<file path="src/rtl/multdiv_sequencer_if.sv">
// Start/operand/status bundle between the multicycle control unit and the
// multiply/divide sequencer.
interface multdiv_sequencer_if #(
  parameter int unsigned WIDTH = 32
);

  logic             MultCtrl;
  logic             DivCtrl;
  logic [WIDTH-1:0] op_a;
  logic [WIDTH-1:0] op_b;
  logic             busy;
  logic             MultOut;
  logic             DivOut;
  logic             divZero;
  logic             HILOWrite;
  logic [WIDTH-1:0] HI;
  logic [WIDTH-1:0] LO;

  // Control unit side
  modport master (
    output MultCtrl, DivCtrl, op_a, op_b,
    input  busy, MultOut, DivOut, divZero, HILOWrite, HI, LO
  );

  // Sequencer side
  modport slave (
    input  MultCtrl, DivCtrl, op_a, op_b,
    output busy, MultOut, DivOut, divZero, HILOWrite, HI, LO
  );

endinterface

</file>
<file path="src/rtl/multdiv_sequencer.sv">
// Iterative signed shift-add multiply / restoring divide owning HI/LO.
// Define MULTDIV_EARLY_EXIT_EN to end a multiply once the multiplier drains to zero.
module multdiv_sequencer #(
  parameter int unsigned WIDTH = 32
) (
  input  logic                  clk,
  input  logic                  reset,
  multdiv_sequencer_if.slave    bus
);

  localparam int unsigned DW    = 2 * WIDTH;
  localparam int unsigned CNT_W = (WIDTH > 1) ? $clog2(WIDTH) : 1;
  localparam logic [CNT_W-1:0] LAST_ITER = CNT_W'(WIDTH - 1);

  typedef enum logic [1:0] {
    IDLE     = 2'd0,
    MULT_RUN = 2'd1,
    DIV_RUN  = 2'd2,
    FINISH   = 2'd3
  } state_t;

  state_t           state;
  logic [CNT_W-1:0] cnt;
  logic             op_mult;
  logic             sign_a;
  logic             sign_b;

  logic [DW-1:0]    mcand;
  logic [WIDTH-1:0] mplier;
  logic [DW-1:0]    prod;

  // quo starts as the dividend magnitude; quotient bits shift in as its MSBs leave
  logic [WIDTH-1:0] quo;
  logic [WIDTH-1:0] dvs;
  logic [WIDTH-1:0] rem;

  logic             busy_q;
  logic             mult_out_q;
  logic             div_out_q;
  logic             div_zero_q;
  logic             hilo_write_q;
  logic [WIDTH-1:0] hi_q;
  logic [WIDTH-1:0] lo_q;

  logic [WIDTH-1:0] abs_a;
  logic [WIDTH-1:0] abs_b;
  logic [DW-1:0]    prod_next;
  logic [WIDTH:0]   rem_shift;
  logic             q_bit;
  logic [WIDTH-1:0] rem_next;
  logic [DW-1:0]    mult_res;
  logic [WIDTH-1:0] quo_res;
  logic [WIDTH-1:0] rem_res;
  logic             mult_last;

  // Operand magnitudes; the most negative value maps onto itself as unsigned
  always_comb begin
    abs_a = bus.op_a[WIDTH-1] ? WIDTH'(-bus.op_a) : bus.op_a;
    abs_b = bus.op_b[WIDTH-1] ? WIDTH'(-bus.op_b) : bus.op_b;
  end

  // One multiply step and one restoring-divide step
  always_comb begin
    prod_next = mplier[0] ? DW'(prod + mcand) : prod;
    rem_shift = {rem, quo[WIDTH-1]};
    q_bit     = (rem_shift >= {1'b0, dvs});
    rem_next  = q_bit ? WIDTH'(rem_shift - {1'b0, dvs}) : WIDTH'(rem_shift);
  end

  // Sign correction applied when HI/LO are loaded
  always_comb begin
    mult_res = (sign_a ^ sign_b) ? DW'(-prod) : prod;
    quo_res  = (sign_a ^ sign_b) ? WIDTH'(-quo) : quo;
    rem_res  = sign_a ? WIDTH'(-rem) : rem;
  end

`ifdef MULTDIV_EARLY_EXIT_EN
  // Done once the shifted multiplier holds no more set bits
  always_comb begin
    mult_last = (cnt == LAST_ITER) || (mplier[WIDTH-1:1] == '0);
  end
`else
  always_comb begin
    mult_last = (cnt == LAST_ITER);
  end
`endif

  always_ff @(posedge clk) begin
    if (!reset) begin
      state        <= IDLE;
      cnt          <= '0;
      op_mult      <= 1'b0;
      sign_a       <= 1'b0;
      sign_b       <= 1'b0;
      mcand        <= '0;
      mplier       <= '0;
      prod         <= '0;
      quo          <= '0;
      dvs          <= '0;
      rem          <= '0;
      busy_q       <= 1'b0;
      mult_out_q   <= 1'b0;
      div_out_q    <= 1'b0;
      div_zero_q   <= 1'b0;
      hilo_write_q <= 1'b0;
      hi_q         <= '0;
      lo_q         <= '0;
    end else begin
      mult_out_q   <= 1'b0;
      div_out_q    <= 1'b0;
      div_zero_q   <= 1'b0;
      hilo_write_q <= 1'b0;

      case (state)
        IDLE: begin
          if (bus.MultCtrl) begin
            sign_a  <= bus.op_a[WIDTH-1];
            sign_b  <= bus.op_b[WIDTH-1];
            mcand   <= DW'(abs_a);
            mplier  <= abs_b;
            prod    <= '0;
            op_mult <= 1'b1;
            cnt     <= '0;
            busy_q  <= 1'b1;
            state   <= MULT_RUN;
          end else if (bus.DivCtrl) begin
            // Zero divisor is reported immediately and never enters DIV_RUN
            if (bus.op_b == '0) begin
              div_zero_q <= 1'b1;
            end else begin
              sign_a  <= bus.op_a[WIDTH-1];
              sign_b  <= bus.op_b[WIDTH-1];
              quo     <= abs_a;
              dvs     <= abs_b;
              rem     <= '0;
              op_mult <= 1'b0;
              cnt     <= '0;
              busy_q  <= 1'b1;
              state   <= DIV_RUN;
            end
          end
        end

        MULT_RUN: begin
          prod   <= prod_next;
          mcand  <= mcand << 1;
          mplier <= mplier >> 1;
          cnt    <= cnt + CNT_W'(1);
          if (mult_last) state <= FINISH;
        end

        DIV_RUN: begin
          rem <= rem_next;
          quo <= {quo[WIDTH-2:0], q_bit};
          cnt <= cnt + CNT_W'(1);
          if (cnt == LAST_ITER) state <= FINISH;
        end

        FINISH: begin
          if (op_mult) begin
            hi_q       <= mult_res[DW-1:WIDTH];
            lo_q       <= mult_res[WIDTH-1:0];
            mult_out_q <= 1'b1;
          end else begin
            hi_q      <= rem_res;
            lo_q      <= quo_res;
            div_out_q <= 1'b1;
          end
          hilo_write_q <= 1'b1;
          busy_q       <= 1'b0;
          state        <= IDLE;
        end

        default: state <= IDLE;
      endcase
    end
  end

  assign bus.busy      = busy_q;
  assign bus.MultOut   = mult_out_q;
  assign bus.DivOut    = div_out_q;
  assign bus.divZero   = div_zero_q;
  assign bus.HILOWrite = hilo_write_q;
  assign bus.HI        = hi_q;
  assign bus.LO        = lo_q;

endmodule

</file>
<file path="src/flat_wrapper.sv">
// flat-port wrapper written by rule: the top's interface ports become plain ports
module multdiv_sequencer_flat 
#(
  parameter int unsigned WIDTH = 32
)
  (clk, reset, bus_MultCtrl, bus_DivCtrl, bus_op_a, bus_op_b, bus_busy, bus_MultOut, bus_DivOut, bus_divZero, bus_HILOWrite, bus_HI, bus_LO);
  multdiv_sequencer_if #(.WIDTH(WIDTH)) bus_i ();
  input  logic clk;
  input  logic reset;
  input wire logic [$bits(bus_i.MultCtrl)-1:0] bus_MultCtrl;
  input wire logic [$bits(bus_i.DivCtrl)-1:0] bus_DivCtrl;
  input wire logic [$bits(bus_i.op_a)-1:0] bus_op_a;
  input wire logic [$bits(bus_i.op_b)-1:0] bus_op_b;
  output wire logic [$bits(bus_i.busy)-1:0] bus_busy;
  output wire logic [$bits(bus_i.MultOut)-1:0] bus_MultOut;
  output wire logic [$bits(bus_i.DivOut)-1:0] bus_DivOut;
  output wire logic [$bits(bus_i.divZero)-1:0] bus_divZero;
  output wire logic [$bits(bus_i.HILOWrite)-1:0] bus_HILOWrite;
  output wire logic [$bits(bus_i.HI)-1:0] bus_HI;
  output wire logic [$bits(bus_i.LO)-1:0] bus_LO;
  assign bus_i.MultCtrl = bus_MultCtrl;
  assign bus_i.DivCtrl = bus_DivCtrl;
  assign bus_i.op_a = bus_op_a;
  assign bus_i.op_b = bus_op_b;
  assign bus_busy = bus_i.busy;
  assign bus_MultOut = bus_i.MultOut;
  assign bus_DivOut = bus_i.DivOut;
  assign bus_divZero = bus_i.divZero;
  assign bus_HILOWrite = bus_i.HILOWrite;
  assign bus_HI = bus_i.HI;
  assign bus_LO = bus_i.LO;
  multdiv_sequencer #(.WIDTH(WIDTH)) u_core (.clk(clk), .reset(reset), .bus(bus_i));
endmodule
</file>
<file path="config.mk">
export PLATFORM = sky130hd
export DESIGN_NAME = multdiv_sequencer_flat
export DESIGN_NICKNAME = d
export VERILOG_FILES = /design/src/rtl/multdiv_sequencer_if.sv /design/src/rtl/multdiv_sequencer.sv /design/src/flat_wrapper.sv
export SDC_FILE = /design/constraint.sdc
export NUM_CORES = 1
export LEC_CHECK = 0
export CAP_MARGIN = 20
export CORE_ASPECT_RATIO = 1.2
export CORE_UTILIZATION = 60
export DETAILED_ROUTE_END_ITERATION = 6
export PLACE_DENSITY = 0.87
export SETUP_SLACK_MARGIN = 0.5
export SKIP_LAST_GASP = 1
export SLEW_MARGIN = 20
export SYNTH_ARGS = -nofsm -noshare
export SYNTH_HDL_FRONTEND = slang
export SYNTH_SLANG_ARGS = --single-unit
</file>
<file path="constraint.sdc">
create_clock -name clk -period 5.2 [get_ports clk]
set_input_delay 1.56 -clock clk [delete_from_list [all_inputs] [get_ports clk]]
set_output_delay 1.56 -clock clk [all_outputs]
set_load 0.05 [all_outputs]
</file>
# --- Yosys cells after proc, flatten, opt, wreduce, memory -nomap -nowiden ---
# Index checks and enable logic that the tools add are counted.
totals:
  register_bits: 335
  input_bits: 68
  out_inout_bits: 69
  word_cells: 113
op_classes:
  n_addsub: 8
  order_cmp: 1
  n_eq_ne: 13
  mux: 49
  n_bitwise: 6
  reduce_logical: 18
ops:
  columns: ["op", "count"]
  rows:
  - ["32-bit two-way mux", 14]
  - ["64-bit two-way mux", 4]
  - ["64-bit one-hot mux with 2 select lines", 2]
  - ["32-bit one-hot mux with 2 select lines", 3]
  - ["32-bit negator", 4]
  - ["64-bit adder", 1]
  - ["64-bit negator", 1]
  - ["33-bit by 32-bit >= comparator with 1-bit output", 1]
  - ["32-bit logical NOT", 1]
  - ["32-bit subtractor", 1]
  - ["1-bit two-way mux", 16]
  - ["5-bit two-way mux", 3]
  - ["3-bit AND reduction", 5]
  - ["2-bit inequality test, second input constant", 5]
  - ["5-bit one-hot mux with 2 select lines", 1]
  - ["2-bit nonzero test", 5]
  - ["2-bit two-way mux", 4]
  - ["4-bit AND reduction", 2]
  - ["3-bit inequality test, second input constant", 2]
  - ["2-bit one-hot mux with 3 select lines", 1]
  - ["5-bit by 1-bit adder with 5-bit output, second input constant", 1]
  - ["5-bit == test, second input constant", 1]
  - ["1-bit inverter", 5]
  - ["2-bit == test, second input constant", 2]
  - ["other kinds (8)", 10]

# --- Depth between registers and ports, before layout ---
depth:
  word_depth: 6
  mapped_depth: 15
  depth_no_buf: 15

# --- Worst setup path before layout ---
# OpenSTA, ideal clock, no wires.
synth_path:
  path_type: "input-to-reg"
  startpoint: "in bus_op_b[8]"
  endpoint: "reg u_core.quo[21]"
  setup_ps: 80
  arrival_ps: 4563
  t_required_ps: 5120
  path_slack_ps: 558
  path_stages: 12
  n_path_buf: 3
  path_cell_list: "or4_4 -> or4_4 -> or4b_4 -> buf_6 -> or4_4 -> and3_4 -> buf_6 -> a21oi_4 -> buf_6 -> or3_1 -> o21ai_1 -> a211oi_2"
synth_via:
  elab_chain_cells: 3
synth_rtl:
  columns: ["item", "line_no", "source"]
  rows:
  - ["start, declared", "flat_wrapper.sv:13", "input wire logic [$bits(bus_i.op_b)-1:0] bus_op_b;"]
  - ["32-bit logical NOT", "multdiv_sequencer.sv:128", "if (bus.op_b == '0) begin"]
  - ["2-bit inequality test (no source line)", null, null]
  - ["4-bit AND reduction (no source line)", null, null]
  - ["end signal, assigned", "multdiv_sequencer.sv:133", "quo <= abs_a;"]
  - ["end signal, assigned", "multdiv_sequencer.sv:154", "quo <= {quo[WIDTH-2:0], q_bit};"]
  - ["end, declared", "multdiv_sequencer.sv:33", "logic [WIDTH-1:0] quo;"]
# No other way between the ends.
# A chain may end at the register's enable or synchronous reset.

# --- Final worst setup path ---
layout_path:
  startpoint: "in bus_op_a[4]"
  endpoint: "reg u_core.mcand[31]"
layout_via:
  elab_chain_cells: 4
layout_rtl:
  columns: ["item", "line_no", "source"]
  rows:
  - ["start, declared", "flat_wrapper.sv:12", "input wire logic [$bits(bus_i.op_a)-1:0] bus_op_a;"]
  - ["32-bit negator", "multdiv_sequencer.sv:58", "abs_a = bus.op_a[WIDTH-1] ? WIDTH'(-bus.op_a) : bus.op_a;"]
  - ["32-bit two-way mux", "multdiv_sequencer.sv:58", null]
  - ["64-bit two-way mux", "multdiv_sequencer.sv:116", "if (bus.MultCtrl) begin"]
  - ["64-bit one-hot mux with 2 select lines", "multdiv_sequencer.sv:114", "case (state)"]
  - ["end signal, assigned", "multdiv_sequencer.sv:119", "mcand <= DW'(abs_a);"]
  - ["end signal, assigned", "multdiv_sequencer.sv:146", "mcand <= mcand << 1;"]
  - ["end, declared", "multdiv_sequencer.sv:28", "logic [DW-1:0] mcand;"]
# No other way between the ends. The select of a mux whose other input is x is not followed.

==> flow_metrics.tcl <==
set metrics [dict create \
    io_pins 137 \
    ant_nets 0 \
    drt-total-wl_um 69800 \
    gr-total-overflow 0 \
    clk_latency_ns 0.55 \
    ys_seq_area_share_pct 30.3 \
    post-place-cells 3400 \
    drive_above_1_share_pct 6.19 \
    cts_tree "done" \
    max_freq_mhz 216 \
    internal_power_uw 6040 \
    die_w_um 177 \
    diodes 0 \
    path_clk_slew_ns 0.06 \
    maxSlewHeadroom_pct 26.8 \
    crit_type "input port to flip-flop" \
    synthCells 2934 \
    cts.sinks 335 \
    swShare_pct 42.9 \
    hpwl_um 50500 \
    htree_levels 2 \
    r2r_slack_ns 1.12 \
    timing.final.crit_share_pct 88.9 \
    cp.arrival_ns 5.10 \
    drt-pass1-iter-count 7 \
    ys_warn_count 0 \
    synthArstFlopShare_pct 0 \
    status "finished with violations" \
    crit_path_end_kind "flip-flop" \
    vdd.ir_drop.worst_uv 308 \
    syn2layout_area_growth_pct 14.3 \
    p_clk_share_pct 25.8 \
    core-area_um2 36100 \
    finalHoldViolCount 0 \
    place.gp.congestion 0.993 \
    synth-main-ff-cell "dfxtp_1" \
    required_ns 5.68 \
    violations "design-rule violations" \
    instances_no_fill 3475 \
    leakagePower_uw 0.00980 \
    synth_common_cells "nor2_1 (340), dfxtp_1 (335), nand2_1 (332)" \
    finalMaxSlewViolations 0 \
    ys_ff_latch 335 \
    rsz0062_at_grt "true" \
    yosys-top-cells-area "dfxtp_1 (30%), a21oi_1 (6.3%), xnor2_1 (6.2%)" \
    std_cell_rows 76 \
    finalSetupViolCount 0 \
    total_power_uw 10600 \
    cts_made_buffers 38 \
    synth_nets 3110 \
    wire_per_inst_um 20.1 \
    die_h_um 212 \
    max_slew.worst_pin.slew_ns 1.10 \
    port_buffers 136 \
    grt_use_total_pct 36.2 \
    clockBufferDepth 3 \
    synth.avg_cell_area_um2 7.54 \
    grt_pass1_wl_um 109000 \
    power_frac_seq_pct 31.4 \
    yosysMostFrequentCell "nor2_1" \
    synth_area_um2 22100 \
    grt_pass1_vias 20900 \
    vias 22600 \
    utilization_pct 70.0 \
    nets 3157 \
    start_kind "input port" \
    ys_types 80 \
    p_per_area_nw_per_um2 418 \
    drc 2 \
    nFillCells 2981 \
    antenna_found_initial 0 \
    p_switching_uw 4530 \
    fin_skew_ns 0.0234 \
    die-area_um2 37600 \
    p_comb_share_pct 42.8 \
    viasPerCell 6.50 \
    grt_max_degree 123 \
    synth_top_area_cell "dfxtp_1" \
    start_util_pct 61.2 \
    drtIter0Drc 2130 \
    period_needed_ns 4.62 \
    hold_class "flip-flop to flip-flop" \
    synth_top_area_share_pct 30.3 \
    cts_root_buf "clkbuf_16" \
    crit_path_max_fanout 4 \
    max-cap-violations 0 \
    synth_edf_count 0 \
]
## critical path, cell delays in order
cell	delay [ns]
clkdlybuf4s50_1	0.42
or4_4	0.57
nor4_4	0.39
nand3_2	0.15
or3_4	0.37
or3_4	0.34
or4_4	0.43
or4b_4	0.50
o211ai_1	0.17
o21ai_1	0.09
nor2_1	0.12
## layout by cell type, fill, tap and decap left out, drive strengths merged, types with 11 or more instances in the layout
cell type and count:
a211oi 91, a21o 53, a21oi 279, a22oi 74
a31oi 30, and2 11, and3 11, buf 57
clkbuf 53, clkdlybuf4s50 131, dfxtp 335, ha 106
inv 92, mux2i 30, nand2 332, nand2b 21
nand3 33, nand4 29, nor2 340, nor3 33
nor4 17, o211ai 24, o21a 13, o21ai 268
o21bai 11, o22ai 19, o31ai 35, o41ai 20
or3 46, or4 26, xnor2 156, xor2 111
## power by group through the flow
stage               registers [µW]  clock network (µW)  logic, µW
floorplan                     3270                   0       3080
global placement              3350                   0       4160
detailed placement            3370                   0       4280
CTS                           3320                2740       4310
global route                  3330                2850       4880
finish                        3310                2730       4530
## flip-flops by register name, indices dropped and copies added (netlist names), 32 cells and up
name / cells
u_core.bus.LO: 32
u_core.quo: 32
u_core.mplier: 32
u_core.prod: 64
u_core.dvs: 32
u_core.mcand: 64
u_core.bus.HI: 32
u_core.rem: 32
## timing repair
item | in CTS | in global routing
gates resized for setup | 1 | 27
buffers inserted | 0 | 5
gates cloned | 0 | 3
setup endpoints to repair | 1 | 61
pin swaps | 0 | 21
hold buffers | 0 | 0
## final timing paths
kind / start / end / cells past startpoint
setup / recovery: bus_op_a[4] / u_core.mcand[31] / 11
hold / removal: u_core.bus.HI[30] / u_core.bus.HI[30] / 2
setup reg to reg: u_core.mcand[1] / u_core.prod[63] / 12
hold reg to reg: u_core.bus.HI[30] / u_core.bus.HI[30] / 2
## cell families (layout without fill, tap and decap cells)
kind of cell / after synthesis / in the layout / synth area share [%]
DFF: 335 / 335 / 30.3
adders and majority gates: 108 / 108 / 6.18
and+or+nand+nor: 941 / 941 / 19.3
muxes: 32 / 32 / 1.51
AOI/OAI and AO/OA: 972 / 972 / 27.2
buffers and inverters: 279 / 352 / 4.94
xor gates and xnor gates: 267 / 267 / 10.6
## area by class of cell
type | instances | area, µm² | area share (%)
timing repair buffer | 195 | 1920 | 7.60
sequential | 335 | 6710 | 26.5
inverter | 91 | 349 | 1.38
multi-input combinational | 2320 | 14500 | 57.2
clock buffer | 51 | 1110 | 4.39
tap | 468 | 586 | 2.32
clock inverter | 15 | 144 | 0.569
## metal layers
metal  track usage, %  share of wire, %  wire, µm  up-vias
met4             23.5               7.2      5020        0
met2             60.4                47     32600     1192
met5                0                 0         0        -
met1             43.1                38     26700    10500
li1                 -                 -         -    10600
met3             5.29               7.8      5460      305
## per-stage QoR
| stage | instance area [µm²] | TNS (ns) | setup slack (ns) | hold WS (ns) |
|---|---|---|---|---|
| 3_3_place_gp | 23800 | 0 | 0.0356 | 0.429 |
| 4_1_cts | 25100 | 0 | 0.503 | 0.451 |
| 5_1_grt | 25300 | 0 | 0.456 | 0.473 |
| 6_report | 25300 | 0 | 0.579 | 0.449 |
| 3_5_place_dp | 23800 | -0.455 | -0.0631 | 0.444 |
| 2_1_floorplan | 22100 | 0 | 0.558 | 0.427 |
Power figures use the tool's default switching activity.
